## config.mk

```make
export PLATFORM = sky130hd
export DESIGN_NAME = cs_bank_delay_ctrl
export DESIGN_NICKNAME = d
export VERILOG_FILES = /design/src/rtl/cs_bank_delay_ctrl.sv
export SDC_FILE = /design/constraint.sdc
export NUM_CORES = 1
export LEC_CHECK = 0
export BUFFER_PORTS_ARGS = -buffer_cell sky130_fd_sc_hd__buf_4
export CAP_MARGIN = 20
export CORE_AREA = 3 3 40 42
export DETAILED_ROUTE_END_ITERATION = 10
export DIE_AREA = 0 0 43 45
export MAX_ROUTING_LAYER = met4
export PLACE_DENSITY = 0.72
export SYNTH_ARGS = -nofsm -noshare
export SYNTH_HDL_FRONTEND = slang
export SYNTH_SLANG_ARGS = --single-unit
```

## constraint.sdc

```tcl
create_clock -name CLK -period 2.6 [get_ports CLK]
set_input_delay 0.52 -clock CLK [delete_from_list [all_inputs] [get_ports CLK]]
set_output_delay 0.52 -clock CLK [all_outputs]
set_load 0.02 [all_outputs]
```

## src/rtl/cs_bank_delay_ctrl.sv

```systemverilog
// Control-store bank/delay controller: LCS mode tracking, bank/map registers, stretched MDLY.
// Optional delay-cycle statistic counter enabled by defining CS_DLY_STATS_EN.
module cs_bank_delay_ctrl #(
  parameter int BANK_W = 1,
  parameter int DLY_W  = 2
) (
  input  logic              CLK,
  input  logic              MR_n,
  input  logic              CSDELAY0,
  input  logic              CSDLY,
  input  logic [DLY_W-1:0]  CSDLY_LEN,
  input  logic              CSECOND,
  input  logic              CSLOOP,
  input  logic              ACOND_n,
  input  logic [BANK_W-1:0] LUA_BANK,
  input  logic              MAP_n,
  input  logic              LCS_REQ,
  output logic              LCS_n,
  output logic              MDLY_n,
  output logic [BANK_W-1:0] DBANK,
  output logic              DMAP_n,
  output logic              BANKCHG,
  output logic              DLY0_n,
  output logic              SLCOND_n,
  output logic [15:0]       DLY_STATS
);

  typedef enum logic {IDLE, STRETCH} state_t;

  state_t             state, state_nx;
  logic [DLY_W-1:0]   cnt, cnt_nx;
  logic               mdly, mdly_nx;
  logic               lcs;
  logic               dmap;
  logic [BANK_W-1:0]  dbank;
  logic               bankchg;
  logic               acond;
  logic               cond_sel;
  logic               bank_diff;
  logic               wrap;

  assign acond     = ~ACOND_n;
  assign cond_sel  = acond & (CSECOND | CSLOOP);
  assign bank_diff = (LUA_BANK != dbank);
  // Wrap = last bank just left, first bank coming up
  assign wrap      = (dbank == {BANK_W{1'b1}}) &&
                     (LUA_BANK == '0);

  always_ff @(posedge CLK or negedge MR_n) begin
    if (!MR_n) begin
      dbank   <= '0;
      dmap    <= 1'b0;
      bankchg <= 1'b0;
      lcs     <= 1'b1;
    end else begin
      dbank   <= LUA_BANK;
      dmap    <= ~MAP_n;
      bankchg <= bank_diff;
      if (LCS_REQ)
        lcs <= 1'b1;
      else if (wrap)
        lcs <= 1'b0;
    end
  end

  always_ff @(posedge CLK or negedge MR_n) begin
    if (!MR_n) begin
      state <= IDLE;
      cnt   <= '0;
      mdly  <= 1'b0;
    end else begin
      state <= state_nx;
      cnt   <= cnt_nx;
      mdly  <= mdly_nx;
    end
  end

  always_comb begin
    state_nx = state;
    cnt_nx   = cnt;
    mdly_nx  = mdly;
    unique case (state)
      IDLE: begin
        if (CSDLY) begin
          mdly_nx = 1'b1;
          if (CSDLY_LEN != '0) begin
            cnt_nx   = CSDLY_LEN;
            state_nx = STRETCH;
          end
        end else begin
          mdly_nx = 1'b0;
        end
      end
      STRETCH: begin
        mdly_nx = 1'b1;
        if (CSDLY) begin
          cnt_nx = CSDLY_LEN;
          if (CSDLY_LEN == '0)
            state_nx = IDLE;
        end else begin
          cnt_nx = cnt - DLY_W'(1);
          if (cnt == DLY_W'(1))
            state_nx = IDLE;
        end
      end
      default: state_nx = IDLE;
    endcase
  end

  assign LCS_n    = ~lcs;
  assign MDLY_n   = ~mdly;
  assign DBANK    = dbank;
  assign DMAP_n   = ~dmap;
  assign BANKCHG  = bankchg;
  assign SLCOND_n = ~cond_sel;
  assign DLY0_n   = ~(mdly | CSDELAY0 | cond_sel |
                      bank_diff | dmap);

`ifdef CS_DLY_STATS_EN
  logic [15:0] stats;

  always_ff @(posedge CLK or negedge MR_n) begin
    if (!MR_n)
      stats <= '0;
    else if (LCS_REQ)
      stats <= '0;
    else if (!DLY0_n && stats != 16'hFFFF)
      stats <= stats + 16'd1;
  end

  assign DLY_STATS = stats;
`else
  assign DLY_STATS = 16'h0000;
`endif

endmodule
```

==> impl_metrics.tcl, run 1 <==
set metrics [dict create \
    status "finished clean" \
    drt_iter0_drc 2 \
    rows 13 \
    synthMuxAreaShare_pct 0 \
    avgSynthCellArea_um2 9.85 \
    syn_area_um2 473 \
    start_kind "flop" \
    die_h_um 45 \
    antenna_left 0 \
    period_needed_ns 1.76 \
    numPortBuffers 18 \
    cts_sinks 8 \
    finalInstanceArea_um2 589 \
    cts_buffers 3 \
    path_buf_inv 1 \
    htree_levels 1 \
    power.net_switching_w 0.000102 \
    final.setup.tns_ns 0 \
    io_pins 35 \
    yosys.area_share.simple_pct 9.79 \
    placed_cell_area_um2 563 \
    nNetsFinal 84 \
    internal-power_w 0.000230 \
    final_cells 84 \
    synth_warnings 0 \
    hold_viol_final 0 \
    switching_share_pct 30.8 \
    wl_per_cell_um 9.62 \
    routed_wl_um 808 \
    synth-compound-area-share_pct 9.79 \
    arrival_ns 1.24 \
    drv_cap 0 \
    yosys.area_share.adder_pct 5.29 \
    drcViolationCount 0 \
    syn2layout_area_growth_pct 24.6 \
    critPathKind "flop to output port" \
    drive_gt1_share_pct 34.8 \
    initial_utilization_pct 36.8 \
    critPathRequiredTime_ns 2.08 \
    dp_hpwl_um 684 \
    cts_tree "done" \
    grt_remaining_overflow 0 \
    post-cts-setup-buffer-count 0 \
    grt_max_degree 9 \
    dp.cells 80 \
    path_cells "ha_1 > and4_1 > buf_4" \
    core_mm2 0.00128 \
    die_area_mm2 0.00194 \
    synthXorXnorAreaFrac_pct 0 \
    min_path_type "input pin to asynchronous set/reset pin" \
    max_freq_ghz 0.568 \
    worstSkewPairLatency_ns 0.26 \
    fin_crit_sh_pct 67.7 \
    crit_path_end_kind "output port" \
    grt_setup_unrepaired "no" \
    grt_pass1_wl_um 1360 \
    setup_viol 0 \
    grt_pass1_vias 320 \
    path_max_fanout 2 \
    antenna_found_initial 0 \
    firstDrtPassIters 4 \
    gp_congestion 0.623 \
    die-width_um 43 \
    holdWs_ns 0.0615 \
    synth_top_family_by_area "buffers and inverters" \
    ys_types 18 \
    crit_slowest_cell "dfrtp_1" \
    clkTransAtPathRegs_ns 0.06 \
    skew_ns 0.0115 \
    path_delay_family "flip-flops" \
    power-per-cell-area_mw_per_mm2 564 \
    syn_inst 48 \
    cts_hold_buf 0 \
    cts_buffer_depth 2 \
    ir_drop_mv 0.273 \
    comb_power_share_pct 25.2 \
    seqPwrFrac_pct 43.7 \
    cts-root-buf "clkbuf_4" \
    p_clk_share_pct 31.1 \
    via_per_inst 4.21 \
    grt_usage_pct 10.5 \
    cts.repair.resized 0 \
    ys_ff_latch 8 \
    vias 354 \
    antennaDiodeCount 0 \
    drv_slew 0 \
    leakage_nw 0.339 \
    crit_path_max_incr_delay_ns 0.39 \
    ys_seq_area_share_pct 42.6 \
]
synthesized netlist by cell type:
cell	instances	share of area, %
or2_2	1	1.3
nor2_1	1	0.79
buf_4	16	25
dfrtp_1	7	37
a311o_1	1	2.1
o21bai_1	2	3.2
ha_1	2	5.3
inv_1	8	6.3
o31ai_1	1	1.6
o21ai_0	1	1.1
nand3b_1	1	1.6
and4_1	1	1.9
o311ai_1	1	1.9
dfstp_2	1	5.6
nor3b_1	1	1.6
conb_1	1	0.79
nand2_2	1	1.3
and2_1	1	1.3
worst paths after layout:
path / depth (start not counted) / endpoint / slack [ns] / from
max: 3 / DLY0_n / 0.84 / DBANK$_DFF_PN0_
min: 1 / cnt[0]$_DFFE_PN0P_ / 0.06 / MR_n
max reg2reg: 3 / cnt[1]$_DFFE_PN0P_ / 1.61 / cnt[0]$_DFFE_PN0P_
min reg2reg: 2 / lcs$_DFFE_PN1P_ / 0.48 / lcs$_DFFE_PN1P_
max in group asynchronous: 1 / lcs$_DFFE_PN1P_ / 2.32 / MR_n
min in group CLK: 1 / DBANK$_DFF_PN0_ / 0.37 / LUA_BANK
power by group through the flow:
stage	logic, W	clock network, W	registers [W]
after floorplan	0.0000671	0	0.000149
after global placement	0.0000816	0	0.000147
after detailed placement	0.0000844	0	0.000147
after CTS	0.0000844	0.000110	0.000145
after global routing	0.0000933	0.000119	0.000147
final	0.0000836	0.000103	0.000145
metal layers:
layer | wire, um | track usage (%)
met3 | 146 | 6.77
met1 | 236 | 9.98
met4 | 9 | 7.23
met2 | 415 | 15.6
met5 | 0 | -
cell usage in the layout, fill, tap and decap left out, drive strengths merged, types with 2 or more instances in the layout:
| cell | instances |
|---|---|
| buf | 18 |
| conb | 16 |
| inv | 8 |
| dfrtp | 7 |
| clkbuf | 4 |
| o21bai | 2 |
| ha | 2 |
per-stage QoR:
stage | util, % | total power [W] | worst slack, ns
floorplan | - | 0.000216 | 0.815
global placement | 43.8 | 0.000228 | 0.846
detailed placement | 43.8 | 0.000232 | 0.837
CTS | 45.9 | 0.000339 | 0.809
global route | 45.9 | 0.000359 | 0.760
finish | 45.9 | 0.000332 | 0.840
flip-flops by register name, summed over array words and instances (netlist names):
name and flops:
BANKCHG 1, DBANK 1, cnt 2, dmap 1
lcs 1, mdly 1, state 1
cell type report:
cell class / count / area, um^2
fillers: 133 / 696
flip-flops and latches: 8 / 201
multi-input cells: 31 / 178
repair buffers: 18 / 135
inverters: 8 / 30.0
clock buffers: 4 / 26.3
well taps: 15 / 18.8
logic make-up (layout without fill, tap and decap cells):
family          count (synthesis)  after routing
other cells                     1             16
flops                           8              8
compound gates                  6              6
simple gates                    7              7
buf+inv                        24             30
fa+ha+maj                       2              2
worst register-to-register path, stage by stage (launching register included):
cell and delay (ns):
dfrtp_1 0.40, ha_1 0.30, nand3b_1 0.08, o311ai_1 0.09
Power figures use the tool's default switching activity.
==> run 2: changes to the inputs <==
CORE_AREA = not set   (was 3 3 40 42)
CORE_MARGIN = 3   (was not set)
CORE_UTILIZATION = 34   (was not set)
DIE_AREA = not set   (was 0 0 43 45)
clock period = 1.6 ns   (was 2.6 ns; I/O delays follow)
==> run 2 against run 1 <==
  * Routed wire length fell by 0.25%
  * Global-route usage fell by 1.6 points
  * Non-clock buffer count rose by 1
  * Hold slack improved by 0.13 ns
  * Count of clock-buffer cells in the layout did not move
  * Sequential share of layout area fell by 1.2 points
  * Worst setup slack got worse by 0.79 ns
  * Register-to-register slack got worse by 1.0 ns
  * Via count fell by 4.2%
  * Clock power rose by 55%
  * Flip-flop and latch count did not move
  * Core utilization rose by 5.0 points
==> impl_metrics.tcl, run 2 (same netlist as run 1, synthesis figures left out) <==
set metrics [dict create \
    antenna_found_initial 0 \
    numPortBuffers 18 \
    cp-startpoint "DBANK$_DFF_PN0_" \
    crit_slowest_cell "dfrtp_1" \
    arrival_ns 1.23 \
    skew_ns 0.00604 \
    worstHoldStart "LUA_BANK" \
    max_freq_ghz 0.646 \
    wl_per_cell_um 9.60 \
    grt_remaining_overflow 0 \
    path_delay_family "flip-flops" \
    start_kind "flop" \
    path_cells "ha_4 > and4_1 > buf_4" \
    layout_commonest_cell "buf_4" \
    p_clk_share_pct 29.9 \
    hold_viol_final 0 \
    die_h_um 43.3 \
    worstSkewPairLatency_ns 0.25 \
    cts_sinks 8 \
    io_pins 35 \
    nFillCells 127 \
    initial_utilization_pct 39.4 \
    drt_iter0_drc 1 \
    grt_pass1_vias 294 \
    power.net_switching_w 0.000160 \
    post-route-util_pct 50.8 \
    hold-path-cell-count 1 \
    power-per-cell-area_mw_per_mm2 877 \
    antenna_left 0 \
    firstDrtPassIters 2 \
    grt_usage_pct 8.94 \
    cts_buffers 3 \
    cts_tree "done" \
    path_buf_inv 1 \
    regMostFlops "cnt" \
    dp_hpwl_um 687 \
    clkTransAtPathRegs_ns 0.05 \
    fin_crit_sh_pct 96.7 \
    ir_drop_mv 0.407 \
    routed_wl_um 806 \
    largest_register_ffs 2 \
    via_per_inst 4.04 \
    vias 339 \
    drcViolationCount 0 \
    timing.rr.start "cnt[0]$_DFFE_PN0P_" \
    core_mm2 0.00120 \
    period_needed_ns 1.55 \
    ff2ff_path_depth 3 \
    rows 12 \
    ff_latch_area_um2 201 \
    finalInstanceArea_um2 611 \
    cts_buffer_depth 2 \
    finalPower_w 0.000536 \
    drv_cap 0 \
    multi_input_area_um2 190 \
    setup_viol 0 \
    final.setup.tns_ns 0 \
    seqPwrFrac_pct 44.3 \
    die_area_mm2 0.00187 \
    comb_power_share_pct 25.9 \
    grt_setup_unrepaired "no" \
    path_depth 3 \
    drive_gt1_share_pct 35.7 \
    critPathRequiredTime_ns 1.28 \
    placed_cell_area_um2 562 \
    switching_share_pct 29.9 \
    die-width_um 43.3 \
    cts-root-buf "clkbuf_4" \
    path_max_fanout 2 \
    layout_common_cells "buf_4 (18), conb_1 (16), inv_1 (8)" \
    syn2layout_area_growth_pct 29.1 \
    gp_congestion 0.670 \
    crit_path_max_incr_delay_ns 0.40 \
    leakage_nw 0.343 \
    internal-power_w 0.000375 \
    status "finished clean" \
    antennaDiodeCount 0 \
    grt_max_degree 9 \
    crit_path_end_kind "output port" \
    nNetsFinal 85 \
    min_path_type "input pin to flop" \
    critPathKind "flop to output port" \
    htree_levels 1 \
    grt_pass1_wl_um 1210 \
    drv_slew 0 \
]
==> run 2: cell count changes in the layout (fill, tap and decap cells not counted), sizes merged <==
cell and change:
dlygate4sd3 +1
==> run 2: area by class of cell <==
class | instances | area share [%]
multi-input combinational | 31 | 31.1
timing repair buffer | 19 | 23.8
clock buffer | 4 | 4.30
sequential | 8 | 33.0
tap | 14 | 2.87
inverter | 8 | 4.92
==> run 2: final timing paths <==
kind                                      endpoint  slack, ns
min in group asynchronous       cnt[1]$_DFFE_PN0P_       0.42
max in group asynchronous          lcs$_DFFE_PN1P_       0.96
worst min register to register     lcs$_DFFE_PN1P_       0.48
worst min-delay path               DBANK$_DFF_PN0_       0.19
worst max register to register  cnt[1]$_DFFE_PN0P_       0.60
worst max-delay path                        DLY0_n       0.05
==> run 2: worst register-to-register path: cells and delay by family, from the launching register on <==
| family | cells | cell delay [ns] |
|---|---|---|
| compound gates | 1 | 0.10 |
| fa+ha+maj | 1 | 0.29 |
| flops | 1 | 0.39 |
| simple gates | 1 | 0.08 |
==> run 2: power by group through the flow <==
stage | combinational (W) | clock (W) | sequential [W]
3_5_place_dp | 0.000136 | 0 | 0.000240
4_1_cts | 0.000138 | 0.000170 | 0.000236
2_1_floorplan | 0.000109 | 0 | 0.000242
5_1_grt | 0.000155 | 0.000178 | 0.000240
6_report | 0.000139 | 0.000160 | 0.000237
3_3_place_gp | 0.000132 | 0 | 0.000239
==> run 2: routing by layer <==
layer  wire [um]  up-vias  GRT usage [%]
met2         415       21           13.6
met4           0        0           5.42
met3         123        0           3.39
li1            -      163              -
met5           0        -              -
met1         267      155           9.77
==> run 2: through the flow <==
step / std cells / worst slack, ns / hold slack [ns]
after floorplan: 63 / 0.215 / 0.0244
after global placement: 79 / 0.249 / 0.141
after detailed placement: 79 / 0.223 / 0.143
after CTS: 84 / 0.0291 / 0.183
after global routing: 84 / 0.00535 / 0.184
final: 84 / 0.0522 / 0.192
==> run 2: repair_timing <==
action / CTS / global route
hold endpoints to repair: 7 / 0
buffers inserted: 0 / 0
setup endpoints to repair: 0 / 1
hold buffers: 1 / 0
resized for setup: 0 / 1
